[src/rtl/shift_deser_pkg.sv]
// Shared types for the serial-to-parallel receiver: bit order, FSM state and
// the bit counter width helper.
package shift_deser_pkg;

    typedef enum logic {
        DIR_MSB_FIRST = 1'b0,
        DIR_LSB_FIRST = 1'b1
    } dir_e;

    typedef enum logic {
        IDLE    = 1'b0,
        COLLECT = 1'b1
    } state_e;

    function automatic int cnt_width(input int width);
        return $clog2(width + 1);
    endfunction

endpackage

[src/rtl/deser_hold_buf.sv]
// One-entry valid/ready holding buffer with parity sideband; a write is taken
// when empty or draining this cycle, otherwise dropped and overrun latches.
module deser_hold_buf #(
    parameter int WIDTH = 8
) (
    input  logic             clk,
    input  logic             reset,
    input  logic             wr_vld_i,
    input  logic [WIDTH-1:0] wr_dat_i,
    input  logic             wr_par_i,
    input  logic             rd_rdy_i,
    output logic [WIDTH-1:0] rd_dat_o,
    output logic             rd_vld_o,
    output logic             rd_par_o,
    output logic             overrun_o
);

    logic [WIDTH-1:0] dat_q;
    logic             vld_q;
    logic             par_q;
    logic             ovr_q;
    logic             pop;
    logic             load;

    assign pop  = vld_q && rd_rdy_i;
    assign load = wr_vld_i && (!vld_q || rd_rdy_i);

    always_ff @(posedge clk) begin
        if (reset) begin
            dat_q <= '0;
            vld_q <= 1'b0;
            par_q <= 1'b0;
            ovr_q <= 1'b0;
        end else if (load) begin
            dat_q <= wr_dat_i;
            par_q <= wr_par_i;
            vld_q <= 1'b1;
        end else begin
            if (pop) begin
                vld_q <= 1'b0;
            end
            // Reaching here with a write means the buffer is full and stalled.
            if (wr_vld_i) begin
                ovr_q <= 1'b1;
            end
        end
    end

    assign rd_dat_o  = dat_q;
    assign rd_vld_o  = vld_q;
    assign rd_par_o  = par_q;
    assign overrun_o = ovr_q;

endmodule

[src/rtl/shift_deserializer.sv]
// Serial-to-parallel receiver: word on q one cycle after its last bit, held in a
// one-entry buffer under backpressure. SHIFT_DESER_PARITY_EN adds a trailing even-parity bit.
module shift_deserializer
    import shift_deser_pkg::*;
#(
    parameter int WIDTH = 8
) (
    input  logic                        clk,
    input  logic                        reset,
    input  logic                        sin_valid,
    input  logic                        sin,
    input  logic                        dir,
    input  logic                        q_ready,
    output logic [WIDTH-1:0]            q,
    output logic                        q_valid,
    output logic [cnt_width(WIDTH)-1:0] bit_cnt,
    output logic                        overrun,
    output logic                        parity_err
);

    localparam int CNT_W = cnt_width(WIDTH);
`ifdef SHIFT_DESER_PARITY_EN
    localparam int FRAME_BITS = WIDTH + 1;
`else
    localparam int FRAME_BITS = WIDTH;
`endif
    localparam logic [CNT_W-1:0] LAST_IDX = CNT_W'(FRAME_BITS - 1);

    state_e           state_q;
    dir_e             dir_q;
    dir_e             cur_dir;
    logic [WIDTH-1:0] sr_q;
    logic [WIDTH-1:0] sr_d;
    logic [CNT_W-1:0] cnt_q;
    logic             shift_en;
    logic             commit_vld;
    logic [WIDTH-1:0] commit_dat;
    logic             commit_par;

    // The first bit of a word uses the live dir; later bits use the latched one.
    assign cur_dir = (state_q == IDLE) ? dir_e'(dir) : dir_q;

    always_comb begin
        sr_d = sr_q;
        if (cur_dir == DIR_MSB_FIRST) begin
            sr_d = {sr_q[WIDTH-2:0], sin};
        end else begin
            sr_d = {sin, sr_q[WIDTH-1:1]};
        end
    end

    assign commit_vld = sin_valid && (cnt_q == LAST_IDX);

`ifdef SHIFT_DESER_PARITY_EN
    // The parity bit is checked but never shifted into the data word.
    assign shift_en   = (cnt_q != LAST_IDX);
    assign commit_dat = sr_q;
    assign commit_par = ^{sr_q, sin};
`else
    assign shift_en   = 1'b1;
    assign commit_dat = sr_d;
    assign commit_par = 1'b0;
`endif

    always_ff @(posedge clk) begin
        if (reset) begin
            state_q <= IDLE;
            dir_q   <= DIR_MSB_FIRST;
            sr_q    <= '0;
            cnt_q   <= '0;
        end else if (sin_valid) begin
            if (shift_en) begin
                sr_q <= sr_d;
            end
            case (state_q)
                IDLE: begin
                    dir_q   <= dir_e'(dir);
                    state_q <= COLLECT;
                    cnt_q   <= cnt_q + CNT_W'(1);
                end
                COLLECT: begin
                    if (cnt_q == LAST_IDX) begin
                        state_q <= IDLE;
                        cnt_q   <= '0;
                    end else begin
                        cnt_q <= cnt_q + CNT_W'(1);
                    end
                end
                default: begin
                    state_q <= IDLE;
                    cnt_q   <= '0;
                end
            endcase
        end
    end

    assign bit_cnt = cnt_q;

    deser_hold_buf #(
        .WIDTH(WIDTH)
    ) u_hold_buf (
        .clk      (clk),
        .reset    (reset),
        .wr_vld_i (commit_vld),
        .wr_dat_i (commit_dat),
        .wr_par_i (commit_par),
        .rd_rdy_i (q_ready),
        .rd_dat_o (q),
        .rd_vld_o (q_valid),
        .rd_par_o (parity_err),
        .overrun_o(overrun)
    );

endmodule
[config.mk]
export PLATFORM = sky130hd
export DESIGN_NAME = shift_deserializer
export DESIGN_NICKNAME = d
export VERILOG_FILES = /design/src/rtl/shift_deser_pkg.sv /design/src/rtl/deser_hold_buf.sv /design/src/rtl/shift_deserializer.sv
export SDC_FILE = /design/constraint.sdc
export NUM_CORES = 1
export LEC_CHECK = 0
export ABC_CLOCK_PERIOD_IN_PS = 5420
export CAP_MARGIN = 0
export CORE_MARGIN = 8
export CORE_UTILIZATION = 55
export CTS_CLUSTER_SIZE = 10
export DETAILED_ROUTE_END_ITERATION = 8
export PLACE_DENSITY = 0.93
export SYNTH_ARGS = -nofsm -noshare
export SYNTH_HDL_FRONTEND = slang
export SYNTH_HIERARCHICAL = 1
export SYNTH_SLANG_ARGS = --single-unit
[constraint.sdc]
create_clock -name clk -period 5.42 [get_ports clk]
set_input_delay 1.626 -clock clk [delete_from_list [all_inputs] [get_ports clk]]
set_output_delay 1.626 -clock clk [all_outputs]
set_load 0.02 [all_outputs]
Yosys cells after proc, flatten, opt, wreduce, memory -nomap -nowiden
Index checks and enable logic that the tools add are counted.
W data, S select, Z words.
{ "word_totals": {"regBits": 24, "inputBits": 6, "out_inout_bits": 15} }
{ "classes": {"add_sub_neg": 1, "n_eq_ne": 1, "muxes": 8, "bitwise": 2, "n_reduce_logical": 7} }
{ "op_table": {"columns": ["op", "n"], "rows": [
  ["$mux W8", 1],
  ["$pmux W4 S2", 1],
  ["$add A4 B1 Y4 const B", 1],
  ["$eq A4 B3 Y1 const B", 1],
  ["$mux W1", 4],
  ["$mux W4", 1],
  ["$logic_and A1 B1 Y1", 3],
  ["$not A1 Y1", 2],
  ["$pmux W1 S2", 1],
  ["$reduce_and A2 Y1", 1],
  ["$reduce_bool A2 Y1", 1],
  ["$logic_not A1 Y1", 1],
  ["$logic_or A1 B1 Y1", 1]
]} }

Logic depth before layout (Yosys ltp)
{ "logic_depth": {"word_depth": 5, "depth_mapped": 7, "ltp_nobuf": 5} }

By module
The synthesis kept the hierarchy.
{ "by_module_without_submodules": {"columns": ["module", "instances", "cells_each", "area_per_inst_um2", "seq_area_each_um2"], "rows": [
  ["shift_deserializer", 1, 75, 690.7, 280.3],
  ["deser_hold_buf", 1, 47, 480.5, 220.2]
]} }

Worst setup path after synthesis
OpenSTA, ideal clock, no wires.
{ "synth_timing": {"kind": "in2reg", "startpoint": "input sin_valid", "endpoint": "register u_hold_buf.dat_q[0], in the netlist u_hold_buf/rd_dat_o[0]", "arrival_ns": 2.863, "path_slack_ns": 2.486, "path_stages": 7, "n_path_buf": 3, "cell_sequence": "clkbuf_1 -> inv_1 -> clkbuf_1 -> nor3_1 -> nor2b_2 -> buf_6 -> mux2i_1"} }
{ "synth_via": {"elab_chain_cells": 2} }
{ "synth_rtl": {"columns": ["element", "line", "rtl"], "rows": [
  ["from (decl)", "shift_deserializer.sv:10", "input logic sin_valid,"],
  ["$logic_and A1 B1 Y1", "shift_deserializer.sv:52", "assign commit_vld = sin_valid && (cnt_q == LAST_IDX);"],
  ["net commit_vld", "shift_deserializer.sv:36", "logic commit_vld;"],
  ["$logic_and A1 B1 Y1", "deser_hold_buf.sv:26", "assign load = wr_vld_i && (!vld_q || rd_rdy_i);"],
  ["to (signal assigned)", "deser_hold_buf.sv:35", "dat_q <= wr_dat_i;"],
  ["to (decl)", "deser_hold_buf.sv:18", "logic [WIDTH-1:0] dat_q;"]
]} }
The timed path passes the listed nets, and every way through them passes these cells.
A chain may end at the register's enable or synchronous reset.

Worst setup path after layout
{ "layout_timing": {"startpoint": "input sin_valid", "endpoint": "register u_hold_buf.dat_q[3], in the netlist u_hold_buf/rd_dat_o[3]"} }
The elaborated chain is that of the path after synthesis.

==> results_dict.tcl <==
set metrics [dict create \
    ys_ff_latch 25 \
    dieWidth_um 62.1 \
    path_clk_slew_ns 0.12 \
    p_per_area_nw_per_um2 231 \
    netlist_instances 122 \
    area_growth_pct 19.3 \
    period_share 0.680 \
    max-slew-margin-rel 0.355 \
    cts.htree.levels 1 \
    arrival_ns 3.93 \
    vias 849 \
    layout.nets 147 \
    drt-initial-drc-count 23 \
    clkSinkCount 25 \
    start_util 0.591 \
    first_global_vias 795 \
    syn_area_um2 1170 \
    coreArea_um2 1980 \
    synth_top_family_by_area "simple AND/OR/NAND/NOR gates" \
    crit_path_max_fanout 16 \
    timing.final.crit_period_ns 3.68 \
    synth_compound_area_frac 0.0833 \
    finalInstanceArea_um2 1400 \
    port_buffers 20 \
    avgSynthCellArea_um2 9.60 \
    rsz0062_at_grt "no" \
    required_ns 5.67 \
    highest_layer "met4" \
    cts_tree "built" \
    hold_start "u_hold_buf/rd_dat_o[0]$_SDFFE_PP0P_" \
    cts_buffers 3 \
    wl_per_cell_um 12.8 \
    hold_path_class "reg -> reg" \
    wl_met1_um 1040 \
    ant_nets 0 \
    die_h_um 62.1 \
    yosys_warnings 6 \
    tns_ns 0 \
    finalSetupViolCount 0 \
    leakagePower_uw 0.000511 \
    p_total_uw 323 \
    peakVddDrop_uv 181 \
    pin_count 21 \
    cts-root-buf "clkbuf_4" \
    clockBufferDepth 2 \
    criticalPathCategory "in -> reg" \
    drc 0 \
    synthAdderAreaFrac 0.0107 \
    track_usage 0.111 \
    wl_met3_um 109 \
    skew_ns 0.00310 \
    ctsResizeCount 0 \
    syn_nets 129 \
    hold_viol_final 0 \
    synth-xor-area-share 0.00748 \
    hold_buffers 0 \
    yosys.area_share.simple 0.237 \
    yosysSeqAreaShare 0.427 \
    status "finished clean" \
    ys_types 24 \
    min_path_cells 2 \
    place_congestion 0.780 \
    overflow 0 \
    dp_hpwl_um 1580 \
    insertedDiodeCount 0 \
    crit_path_start_kind "input port" \
    layout-drive-gt1-share 0.101 \
    first_pass_iters 5 \
    wl_um 2120 \
    synth.area.mux_share 0.199 \
    rr_startpoint "bit_cnt[0]$_SDFFE_PP0P_" \
    clkLatencyLatePin_ns 0.31 \
    dieArea_um2 3860 \
    worstMarginPinSlew_ns 0.964 \
    routed_via_density 5.11 \
    wl_met2_um 942 \
    report.final.slew_viol_count 0 \
    cp-end-kind "flop" \
    rows 16 \
    grt_pass1_wl_um 3570 \
    cp-startpoint "sin_valid" \
    place_area_um2 1370 \
    post_cts_buffers 0 \
    reg2reg_depth 5 \
    antenna_found_initial 0 \
    cap_violations 0 \
    grt_max_degree 35 \
    max_freq_ghz 0.271 \
]
per-layer routing:
| layer | vias up | track usage |
|---|---|---|
| li1 | 436 | - |
| met1 | 392 | 0.126 |
| met2 | 17 | 0.179 |
| met3 | 4 | 0.0394 |
| met4 | 0 | 0.0525 |
| met5 | - | 0 |
Yosys cell counts (all sizes together):
library cell / number / share of area
nand4: 1 / 0.0053
inv: 1 / 0.0032
conb: 1 / 0.0032
clkbuf: 6 / 0.019
o21a: 8 / 0.051
mux2: 8 / 0.10
dfxtp: 25 / 0.43
nor3: 2 / 0.0085
ha: 1 / 0.011
a211oi: 1 / 0.0064
nand2: 5 / 0.016
nand3: 1 / 0.0043
nand3b: 1 / 0.0064
nand2b: 18 / 0.096
a311o: 1 / 0.0085
a21oi: 4 / 0.017
xor2: 1 / 0.0075
mux2i: 10 / 0.096
nor2b: 2 / 0.019
buf: 1 / 0.0096
nor2: 23 / 0.074
nand4b: 1 / 0.0075
logic make-up (layout without fill, tap and decap cells):
family,after synthesis,in the layout
DFF,25,25
xor gates and xnor gates,1,1
buffers and inverters,8,25
adders and majority gates,1,1
muxes,18,18
AOI/OAI and AO/OA,14,14
and+or+nand+nor,54,54
other,1,1
metrics by stage:
step           cells  hold WS, ns  setup slack (ns)   util
3_3_place_gp     162        0.459              1.54  0.692
2_1_floorplan    122        0.493              2.49      -
4_1_cts          166        0.486              1.75  0.705
6_report         166        0.485              1.74  0.705
3_5_place_dp     162        0.463              1.42  0.692
5_1_grt          166        0.511              1.57  0.705
sequential cells by signal, summed over array words and instances, names as in the netlist:
signal	count
u_hold_buf/overrun_o	1
u_hold_buf/rd_vld_o	1
u_hold_buf/rd_par_o	1
sr_q	8
u_hold_buf/rd_dat_o	8
state_q	1
bit_cnt	4
dir_q	1
power by group:
part | switching [uW] | internal (uW) | leakage [uW]
registers | 5.94 | 190 | 0.000204
logic | 20.9 | 25.1 | 0.000292
clock network | 51.9 | 28.8 | 0.0000150
total | 78.7 | 244 | 0.000511
path summary, 6_finish.rpt:
check / end / slack (ns)
worst max-delay path: u_hold_buf/rd_dat_o[3]$_SDFFE_PP0P_ / 1.74
worst min-delay path: u_hold_buf/rd_dat_o[0]$_SDFFE_PP0P_ / 0.48
worst max register to register: u_hold_buf/rd_dat_o[3]$_SDFFE_PP0P_ / 3.58
worst min register to register: u_hold_buf/rd_dat_o[0]$_SDFFE_PP0P_ / 0.48
area by class of cell:
class / instances / area (um2)
Tap cell: 27 / 33.8
Fill cell: 151 / 584
Multi-Input combinational cell: 89 / 633
Inverter: 1 / 3.75
Sequential cell: 25 / 500
Timing Repair Buffer: 20 / 200
Clock buffer: 4 / 26.3
placed cells by master, fill, tap and decap left out, drive strengths merged, types with 2 or more instances in the layout:
cell,n
o21a,8
dfxtp,25
clkdlybuf4s50,20
nor2,23
nor3,2
nor2b,2
a21oi,4
clkbuf,4
nand2,5
nand2b,18
mux2,8
mux2i,10
critical path, cell delays in order:
cell             delay [ns]
clkdlybuf4s50_1        0.81
inv_1                  0.32
nor3_1                 0.36
nor2b_2                0.55
mux2i_1                0.25
No activity file was read; power rests on OpenSTA's default activity.
